$ cat src/rtl/matmul_run_controller.sv
// Run sequencer for the multi-core matmul processor: reads the i/j/k dimensions,
// runs the requested cores until they all finish, then streams matrix C out.
module matmul_run_controller #(
  parameter int                NUM_CORES = 4,
  parameter int                ADDR_W    = 8,
  parameter int                DATA_W    = 16,
  parameter int                CYC_W     = 32,
  parameter logic [CYC_W-1:0]  TIMEOUT   = 32'd1_000_000
) (
  input  logic                 clk,
  input  logic                 rst_n,
  input  logic                 start,
  input  logic [2:0]           core_count,
  output logic [ADDR_W-1:0]    mem_addr,
  input  logic [DATA_W-1:0]    mem_rdata,
  output logic [1:0]           status0,
  output logic [1:0]           status1,
  output logic [1:0]           status2,
  output logic [1:0]           status3,
  input  logic [NUM_CORES-1:0] end_process,
  output logic                 res_valid,
  output logic [DATA_W-1:0]    res_data,
  input  logic                 res_ready,
  output logic                 busy,
  output logic                 done,
  output logic                 err,
  output logic [CYC_W-1:0]     cycle_count
);

  typedef enum logic [2:0] {S_IDLE, S_DIM, S_RUN, S_DRAIN, S_FIN} state_t;
  typedef enum logic [1:0] {D_ADDR, D_READ, D_VALID} drain_t;

  state_t              state_q, state_d;
  drain_t              drain_q, drain_d;
  logic [1:0]          dim_cnt_q, dim_cnt_d;
  logic [2:0]          core_cnt_q, core_cnt_d;
  logic [7:0]          dim_i_q, dim_i_d;
  logic [7:0]          dim_j_q, dim_j_d;
  logic [ADDR_W-1:0]   base_c_q, base_c_d;
  logic [ADDR_W-1:0]   last_q, last_d;
  logic [ADDR_W-1:0]   mem_addr_q, mem_addr_d;
  logic                res_valid_q, res_valid_d;
  logic [DATA_W-1:0]   res_data_q, res_data_d;
  logic                err_q, err_d;
  logic [CYC_W-1:0]    cycle_count_q, cycle_count_d;

  logic [7:0]          dim_k;
  logic [15:0]         prod_ij, prod_jk, prod_ik;
  logic [16:0]         base_c_w;
  logic [17:0]         last_w;
  logic                addr_overflow;
  logic [CYC_W-1:0]    cyc_next;
  logic [NUM_CORES-1:0] mask_w, run_en_w;

  // k arrives on the read port in the last DIM cycle and is used directly.
  // last is one bit wider than the sums so an oversized C block cannot wrap into range.
  assign dim_k         = mem_rdata[7:0];
  assign prod_ij       = 16'(dim_i_q) * 16'(dim_j_q);
  assign prod_jk       = 16'(dim_j_q) * 16'(dim_k);
  assign prod_ik       = 16'(dim_i_q) * 16'(dim_k);
  assign base_c_w      = 17'd3 + 17'(prod_ij) + 17'(prod_jk);
  assign last_w        = 18'(base_c_w) + 18'(prod_ik) - 18'd1;
  assign addr_overflow = last_w > 18'((1 << ADDR_W) - 1);
  assign cyc_next      = cycle_count_q + CYC_W'(1);

  always_comb begin
    mask_w   = '0;
    run_en_w = '0;
    for (int n = 0; n < NUM_CORES; n++) begin
      if (3'(n) < core_cnt_q) begin
        mask_w[NUM_CORES-1-n] = 1'b1;
        run_en_w[n]           = (state_q == S_RUN);
      end
    end
  end

  always_comb begin
    // NOTE: every _d gets its hold value first so no path leaves it unassigned (no latches).
    state_d       = state_q;
    drain_d       = drain_q;
    dim_cnt_d     = dim_cnt_q;
    core_cnt_d    = core_cnt_q;
    dim_i_d       = dim_i_q;
    dim_j_d       = dim_j_q;
    base_c_d      = base_c_q;
    last_d        = last_q;
    mem_addr_d    = mem_addr_q;
    res_valid_d   = res_valid_q;
    res_data_d    = res_data_q;
    err_d         = err_q;
    cycle_count_d = cycle_count_q;

    case (state_q)
      S_IDLE: begin
        if (start) begin
          if (core_count == 3'd0 || core_count > 3'(NUM_CORES)) begin
            err_d = 1'b1;
          end else begin
            err_d         = 1'b0;
            cycle_count_d = '0;
            core_cnt_d    = core_count;
            dim_cnt_d     = 2'd0;
            state_d       = S_DIM;
          end
        end
      end

      S_DIM: begin
        dim_cnt_d = dim_cnt_q + 2'd1;
        if (dim_cnt_q < 2'd2) mem_addr_d = mem_addr_q + ADDR_W'(1);
        case (dim_cnt_q)
          2'd1: dim_i_d = mem_rdata[7:0];
          2'd2: dim_j_d = mem_rdata[7:0];
          2'd3: begin
            base_c_d = base_c_w[ADDR_W-1:0];
            last_d   = last_w[ADDR_W-1:0];
            if (addr_overflow) begin
              err_d      = 1'b1;
              mem_addr_d = '0;
              state_d    = S_IDLE;
            end else if (prod_ik == 16'd0) begin
              state_d = S_FIN;
            end else begin
              state_d = S_RUN;
            end
          end
          default: ;
        endcase
      end

      S_RUN: begin
        cycle_count_d = cyc_next;
        if (end_process == mask_w) begin
          mem_addr_d = base_c_q;
          drain_d    = D_ADDR;
          state_d    = S_DRAIN;
        end else if (cyc_next == TIMEOUT) begin
          err_d      = 1'b1;
          mem_addr_d = '0;
          state_d    = S_IDLE;
        end
      end

      S_DRAIN: begin
        // Each word: address registered, read port latches it, then the word is presented.
        case (drain_q)
          D_ADDR: drain_d = D_READ;
          D_READ: begin
            res_data_d  = mem_rdata;
            res_valid_d = 1'b1;
            drain_d     = D_VALID;
          end
          default: begin
            if (res_ready) begin
              res_valid_d = 1'b0;
              if (mem_addr_q == last_q) begin
                state_d = S_FIN;
              end else begin
                mem_addr_d = mem_addr_q + ADDR_W'(1);
                drain_d    = D_ADDR;
              end
            end
          end
        endcase
      end

      S_FIN: begin
        mem_addr_d = '0;
        res_data_d = '0;
        state_d    = S_IDLE;
      end

      default: state_d = S_IDLE;
    endcase
  end

  always_ff @(posedge clk) begin
    // NOTE: state registers use non-blocking assignments so all flops update together.
    if (!rst_n) begin
      state_q       <= S_IDLE;
      drain_q       <= D_ADDR;
      dim_cnt_q     <= 2'd0;
      core_cnt_q    <= 3'd0;
      dim_i_q       <= 8'd0;
      dim_j_q       <= 8'd0;
      base_c_q      <= '0;
      last_q        <= '0;
      mem_addr_q    <= '0;
      res_valid_q   <= 1'b0;
      res_data_q    <= '0;
      err_q         <= 1'b0;
      cycle_count_q <= '0;
    end else begin
      state_q       <= state_d;
      drain_q       <= drain_d;
      dim_cnt_q     <= dim_cnt_d;
      core_cnt_q    <= core_cnt_d;
      dim_i_q       <= dim_i_d;
      dim_j_q       <= dim_j_d;
      base_c_q      <= base_c_d;
      last_q        <= last_d;
      mem_addr_q    <= mem_addr_d;
      res_valid_q   <= res_valid_d;
      res_data_q    <= res_data_d;
      err_q         <= err_d;
      cycle_count_q <= cycle_count_d;
    end
  end

  assign mem_addr    = mem_addr_q;
  assign status0     = {1'b0, run_en_w[0]};
  assign status1     = {1'b0, run_en_w[1]};
  assign status2     = {1'b0, run_en_w[2]};
  assign status3     = {1'b0, run_en_w[3]};
  assign res_valid   = res_valid_q;
  assign res_data    = res_data_q;
  assign busy        = (state_q != S_IDLE);
  assign done        = (state_q == S_FIN);
  assign err         = err_q;
  assign cycle_count = cycle_count_q;

endmodule

$ cat config.mk
export PLATFORM = sky130hd
export DESIGN_NAME = matmul_run_controller
export DESIGN_NICKNAME = d
export VERILOG_FILES = /design/src/rtl/matmul_run_controller.sv
export SDC_FILE = /design/constraint.sdc
export NUM_CORES = 1
export LEC_CHECK = 0
export ABC_CLOCK_PERIOD_IN_PS = 11720
export CELL_PAD_IN_SITES_DETAIL_PLACEMENT = 1
export CELL_PAD_IN_SITES_GLOBAL_PLACEMENT = 2
export CORE_ASPECT_RATIO = 1.5
export CORE_MARGIN = 4
export CORE_UTILIZATION = 37
export CTS_CLUSTER_DIAMETER = 200
export CTS_CLUSTER_SIZE = 30
export DETAILED_ROUTE_END_ITERATION = 8
export PLACE_DENSITY = 0.8
export SYNTH_ARGS = -nofsm -noshare
export SYNTH_HDL_FRONTEND = slang
export SYNTH_SLANG_ARGS = --single-unit
$ cat constraint.sdc
create_clock -name clk -period 11.72 [get_ports clk]
set_clock_uncertainty 0.05 [all_clocks]
set_input_delay 1.758 -clock clk [delete_from_list [all_inputs] [get_ports clk]]
set_output_delay 1.758 -clock clk [all_outputs]
set_load 0.01 [all_outputs]
Yosys cells after proc, flatten, opt, wreduce, memory -nomap -nowiden
Index checks and enable logic that the tools add are counted.
W data, S select, Z words.
Word-level totals
  register bits after elaboration: 100
  bits of input ports: 27
  output and inout port bits: 68
  word-level logic and storage cells: 134
Cells by class
  $add $sub $neg: 7
  multipliers: 3
  $lt $le $gt $ge: 7
  equal/unequal tests: 26
  multiplexer cells: 50
  bitwise gates (word level): 2
  reductions and logical operators: 26
Operator list (number)
  $mux W32: 2
  $mux W8: 8
  $pmux W32 S2: 1
  $mul A8 B8 Y16: 3
  $add A32 B1 Y32 const B: 1
  $eq A32 B20 Y1 const B: 1
  $pmux W16 S2: 1
  $pmux W8 S4: 1
  $mux W3: 10
  $ne A2 B2 Y1 const B: 10
  $add A17 B16 Y18: 1
  $gt A18 B8 Y1 const B: 1
  $sub A18 B1 Y18 const B: 1
  $add A17 B16 Y17: 1
  $add A2 B16 Y17 const A: 1
  $logic_not A16 Y1: 1
  $mux W16: 1
  $mux W1: 15
  $pmux W2 S2: 3
  $pmux W3 S4: 1
  $reduce_and A3 Y1: 4
  $mux W2: 5
  $reduce_bool A2 Y1: 5
  $add A8 B1 Y8 const B: 1
  29 further kinds: 42

Longest topological paths before layout
  word-level depth: 9
  gate-level depth with buffers: 37
  mapped depth without buffers: 35

Least setup slack after synthesis
OpenSTA, ideal clock, no wires.
  kind: input port to flip-flop
  from: input port mem_rdata[6]
  to: register mem_addr_q[5], in the netlist mem_addr[5]
  setup time: 59 ps
  data arrival time: 9763 ps
  data required time: 11611 ps
  setup slack: 1848 ps
  stages: 33
  buffers on the path: 2
  path through: clkbuf_1 > clkbuf_1 > nand2_1 > fa_1 > fa_1 > fa_1 > inv_1 > fa_1 > fa_1 > inv_1 > fa_1 > inv_1 > ha_1 > and3_1 > a21oi_1 > a41o_1 > o21bai_1 > a21o_1 > a21o_1 > a21oi_1 > xor2_1 > ha_1 > inv_1 > ha_1 > and3b_1 > o2bb2ai_1 > nor4_1 > o2111ai_1 > nor4_2 > a31oi_1 > or2_2 > o41ai_1 > a22o_1
On the way
  word-level cells in the longest chain between the ends: 8
  elaborated cells on any way between the ends: 9
  those cells by class: 3 x add/sub; 2 x mul; 1 x order compare; 3 x mux
Ends and longest elaborated chain
  from (decl): line 15  | input logic [DATA_W-1:0] mem_rdata,
  $mul A8 B8 Y16: line 59  | assign prod_jk = 16'(dim_j_q) * 16'(dim_k);
  $add A17 B16 Y17: line 61  | assign base_c_w = 17'd3 + 17'(prod_ij) + 17'(prod_jk);
  $add A17 B16 Y18 (*): line 62  | assign last_w = 18'(base_c_w) + 18'(prod_ik) - 18'd1;
  $sub A18 B1 Y18 (*): line 62
  $gt A18 B8 Y1 (*): line 63  | assign addr_overflow = last_w > 18'((1 << ADDR_W) - 1);
  $mux W8 (*): line 117  | if (addr_overflow) begin
  $mux W8 (*): line 111  | case (dim_cnt_q)
  $pmux W8 S4 (*): line 93  | case (state_q)
  to (signal assigned): line 202  | mem_addr_q <= mem_addr_d;
  to (decl): line 41  | logic [ADDR_W-1:0] mem_addr_q, mem_addr_d;
Mark *: on every way between the ends. The rest lies on a longest branch, timed or not.
A chain may end at the register's enable or synchronous reset.

Worst setup path in the final report
  from: input port mem_rdata[3]
  to: register mem_addr_q[5], in the netlist mem_addr[5]
Same word-level chain as after synthesis.

==> flow_summary.toml <==
[status]
status = "complete, no violations"

[power]
power_leakage_uw = 0.00672
powerDensity_mw_per_mm2 = 60.7
p_total_uw = 891
ir_worst_vdd_mv = 0.0613

[timing]
finalSetupViolCount = 0
rsz0062_at_grt = "no"
timing.fmax_mhz = 92.7
period_share = 0.920
layout_min_cycle_time_ps = 10790
finalSetupTns_ps = 0
slew_viol_final = 0
tightestPinTransition_ps = 888
hold_viol = 0
maxSlewHeadroom = 0.406

[logic_synthesis]
async_reset_ff_frac = 0
synthFlopType = "dfxtp_1"
yosys_warnings = 0
synth_area_per_cell_um2 = 7.89
synth_top_cells_by_area = "fa_1, dfxtp_1, ha_1"
synth_edf_count = 0
synth_area_leader_cell = "fa_1"
synth-seq-cells = 100
yosysUniqueCellTypes = 77
syn_inst = 1655
yosysSeqAreaShare = 0.153
synth_top_area_frac = 0.209
syn-cell-area_mm2 = 0.0131

[die]
fp.dieW_um = 161
row_count = 84
die_h_um = 238
start_util = 0.373
core_mm2 = 0.0350
dieArea_mm2 = 0.0384
ios = 95

[global_route]
grt_pass1_vias = 12800
overflow = 0
grt_max_degree = 72
grt_use_total = 0.223
grt_pass1_wl_um = 68000
antenna_found_initial = 0

[critical_path]
reg2reg_slack_ps = 2460
ff2ff_path_depth = 31
critPathTopFamily = "adder cells"
cp_data_arrival_time_ps = 11040
cp.depth = 32
cp_max_fo = 19
slowest_stage = "clkdlybuf4s50_1"
cp-start-kind = "primary input"
crit_type = "in2reg"
r2r_start = "dim_j_q[2]"
required_ps = 11980
cp_slowest_stage_delay_ps = 970
reg2reg_to = "mem_addr[5]"
cpMostUsedCell = "fa_1"
cp-end-kind = "register"
critPathBufInv = 5

[detailed_routing]
post_drt_wl_per_cell_um = 19.3
ant_nets = 0
routed_wl_um = 42000
vias = 11500
drc = 0
vias_per_cell = 5.30
firstDrtPassIters = 4
drt-initial-drc-count = 332

[clock_tree]
cts_buffers = 9
clkTransAtPathRegs_ps = 70
cts-root-buf = "clkbuf_16"
cts_htree_levels = 3
ctsHoldBuffers = 0
cts_num_sinks = 100
cts_setup_buffers = 0
cts_tree = "built"
cts_buffer_depth = 2
clock_latency_ps = 370
cts_resized = 0

[finish]
regArea_mm2 = 0.00200
syn_to_final_growth_pct = 12.5
nets = 1993
post_route_cells_drive_above_1_share = 0.0312
diodes = 0
final_cell_mix = "nand2_1, inv_1, fa_1, ha_1, and2_1"
fin_area_mm2 = 0.0147
mostFrequentLayoutCell = "nand2_1"
multi_input_area_mm2 = 0.00985
n_fill_cell = 4236

[placed_design]
gp_congestion = 0.834
post_dp_cell_area_mm2 = 0.0144
io_buffers = 90
post-dp-hpwl_um = 33100

[min_path]
hold_class = "reg2reg"
whs_path_depth = 2
whs_endpoint = "res_data[13]"
hp-start = "res_data[13]"

[run]
drv_cap = 0
-- metrics by stage --
stage	cells	utilization	setup WS, ps	hold slack [ps]
4_1_cts	2171	0.419	930	409
6_report	2171	0.419	935	408
3_3_place_gp	2156	0.410	738	392
2_1_floorplan	1658	-	1850	382
5_1_grt	2171	0.419	391	426
3_5_place_dp	2156	0.410	583	399
-- report_power, final --
group	leakage (uW)	switching, uW	total [uW]	internal [uW]
combinational	0.00575	122	204	82.0
sequential	0.000806	6.89	349	342
clock	0.000156	145	337	192
-- cell type report --
cell class	count	share of cell area
Sequential cell	100	0.136
Timing Repair Buffer	109	0.0711
Inverter	233	0.0596
Clock buffer	11	0.0165
Clock inverter	4	0.00503
Multi-Input combinational cell	1241	0.671
Tap cell	473	0.0403
-- worst register-to-register path, delay by kind of cell, from the launching register on --
| kind | cells | cell delay, ps |
|---|---|---|
| adder cells (fa/ha/maj) | 9 | 3980 |
| buffers and inverters | 4 | 220 |
| flip-flops | 1 | 860 |
| AO/OA/AOI/OAI | 11 | 2200 |
| XOR/XNOR | 1 | 200 |
| AND/OR/NAND/NOR | 6 | 1710 |
-- registers in the layout (all words and copies together), names as in the netlist --
signal       cells
last_q           8
core_cnt_q       3
res_data        16
drain_q          2
res_valid        1
dim_j_q          8
state_q          3
dim_i_q          8
cycle_count     32
err              1
base_c_q         8
mem_addr         8
dim_cnt_q        2
-- metal layers --
layer,routed length (um),track usage
met4,1220,0.0776
met1,16200,0.241
met2,23400,0.438
met5,0,0
met3,1130,0.0294
-- cells by family (layout without fill, tap and decap cells) --
group,Yosys count,count (layout),synth area share
buffers and inverters,317,357,0.0931
multiplexers,7,7,0.00537
adder cells (fa/ha/maj),272,272,0.339
other,1,4,0.000287
flip-flops,100,100,0.153
XOR/XNOR,56,56,0.0386
AND/OR/NAND/NOR,618,618,0.234
AO/OA/AOI/OAI,284,284,0.136
-- cell usage after synthesis (all sizes together), types with 5 or more instances --
| master | instances |
|---|---|
| a21o | 14 |
| clkbuf | 69 |
| o21ai | 48 |
| a31oi | 20 |
| nor4 | 6 |
| o221ai | 5 |
| nor2 | 93 |
| nand2b | 6 |
| nand2 | 240 |
| nor2b | 8 |
| ha | 136 |
| and3 | 20 |
| nor3 | 34 |
| or3 | 6 |
| a211oi | 9 |
| buf | 15 |
| a21oi | 118 |
| nand3 | 33 |
| nand4 | 12 |
| a311oi | 5 |
| fa | 136 |
| inv | 233 |
| o21a | 10 |
| and2 | 133 |
| xnor2 | 28 |
| xor2 | 27 |
| dfxtp | 100 |
| o31ai | 5 |
| mux2i | 7 |
-- how the worst max path moves through the flow --
stage | startpoint | to
after floorplan | mem_rdata[6] | mem_addr[5]
after global placement | mem_rdata[3] | mem_addr[5]
after detailed placement | mem_rdata[3] | mem_addr[5]
after CTS | mem_rdata[3] | mem_addr[5]
after global routing | mem_rdata[3] | mem_addr[5]
final | mem_rdata[3] | mem_addr[5]
Note: power is estimated with default switching activity, not from simulation.
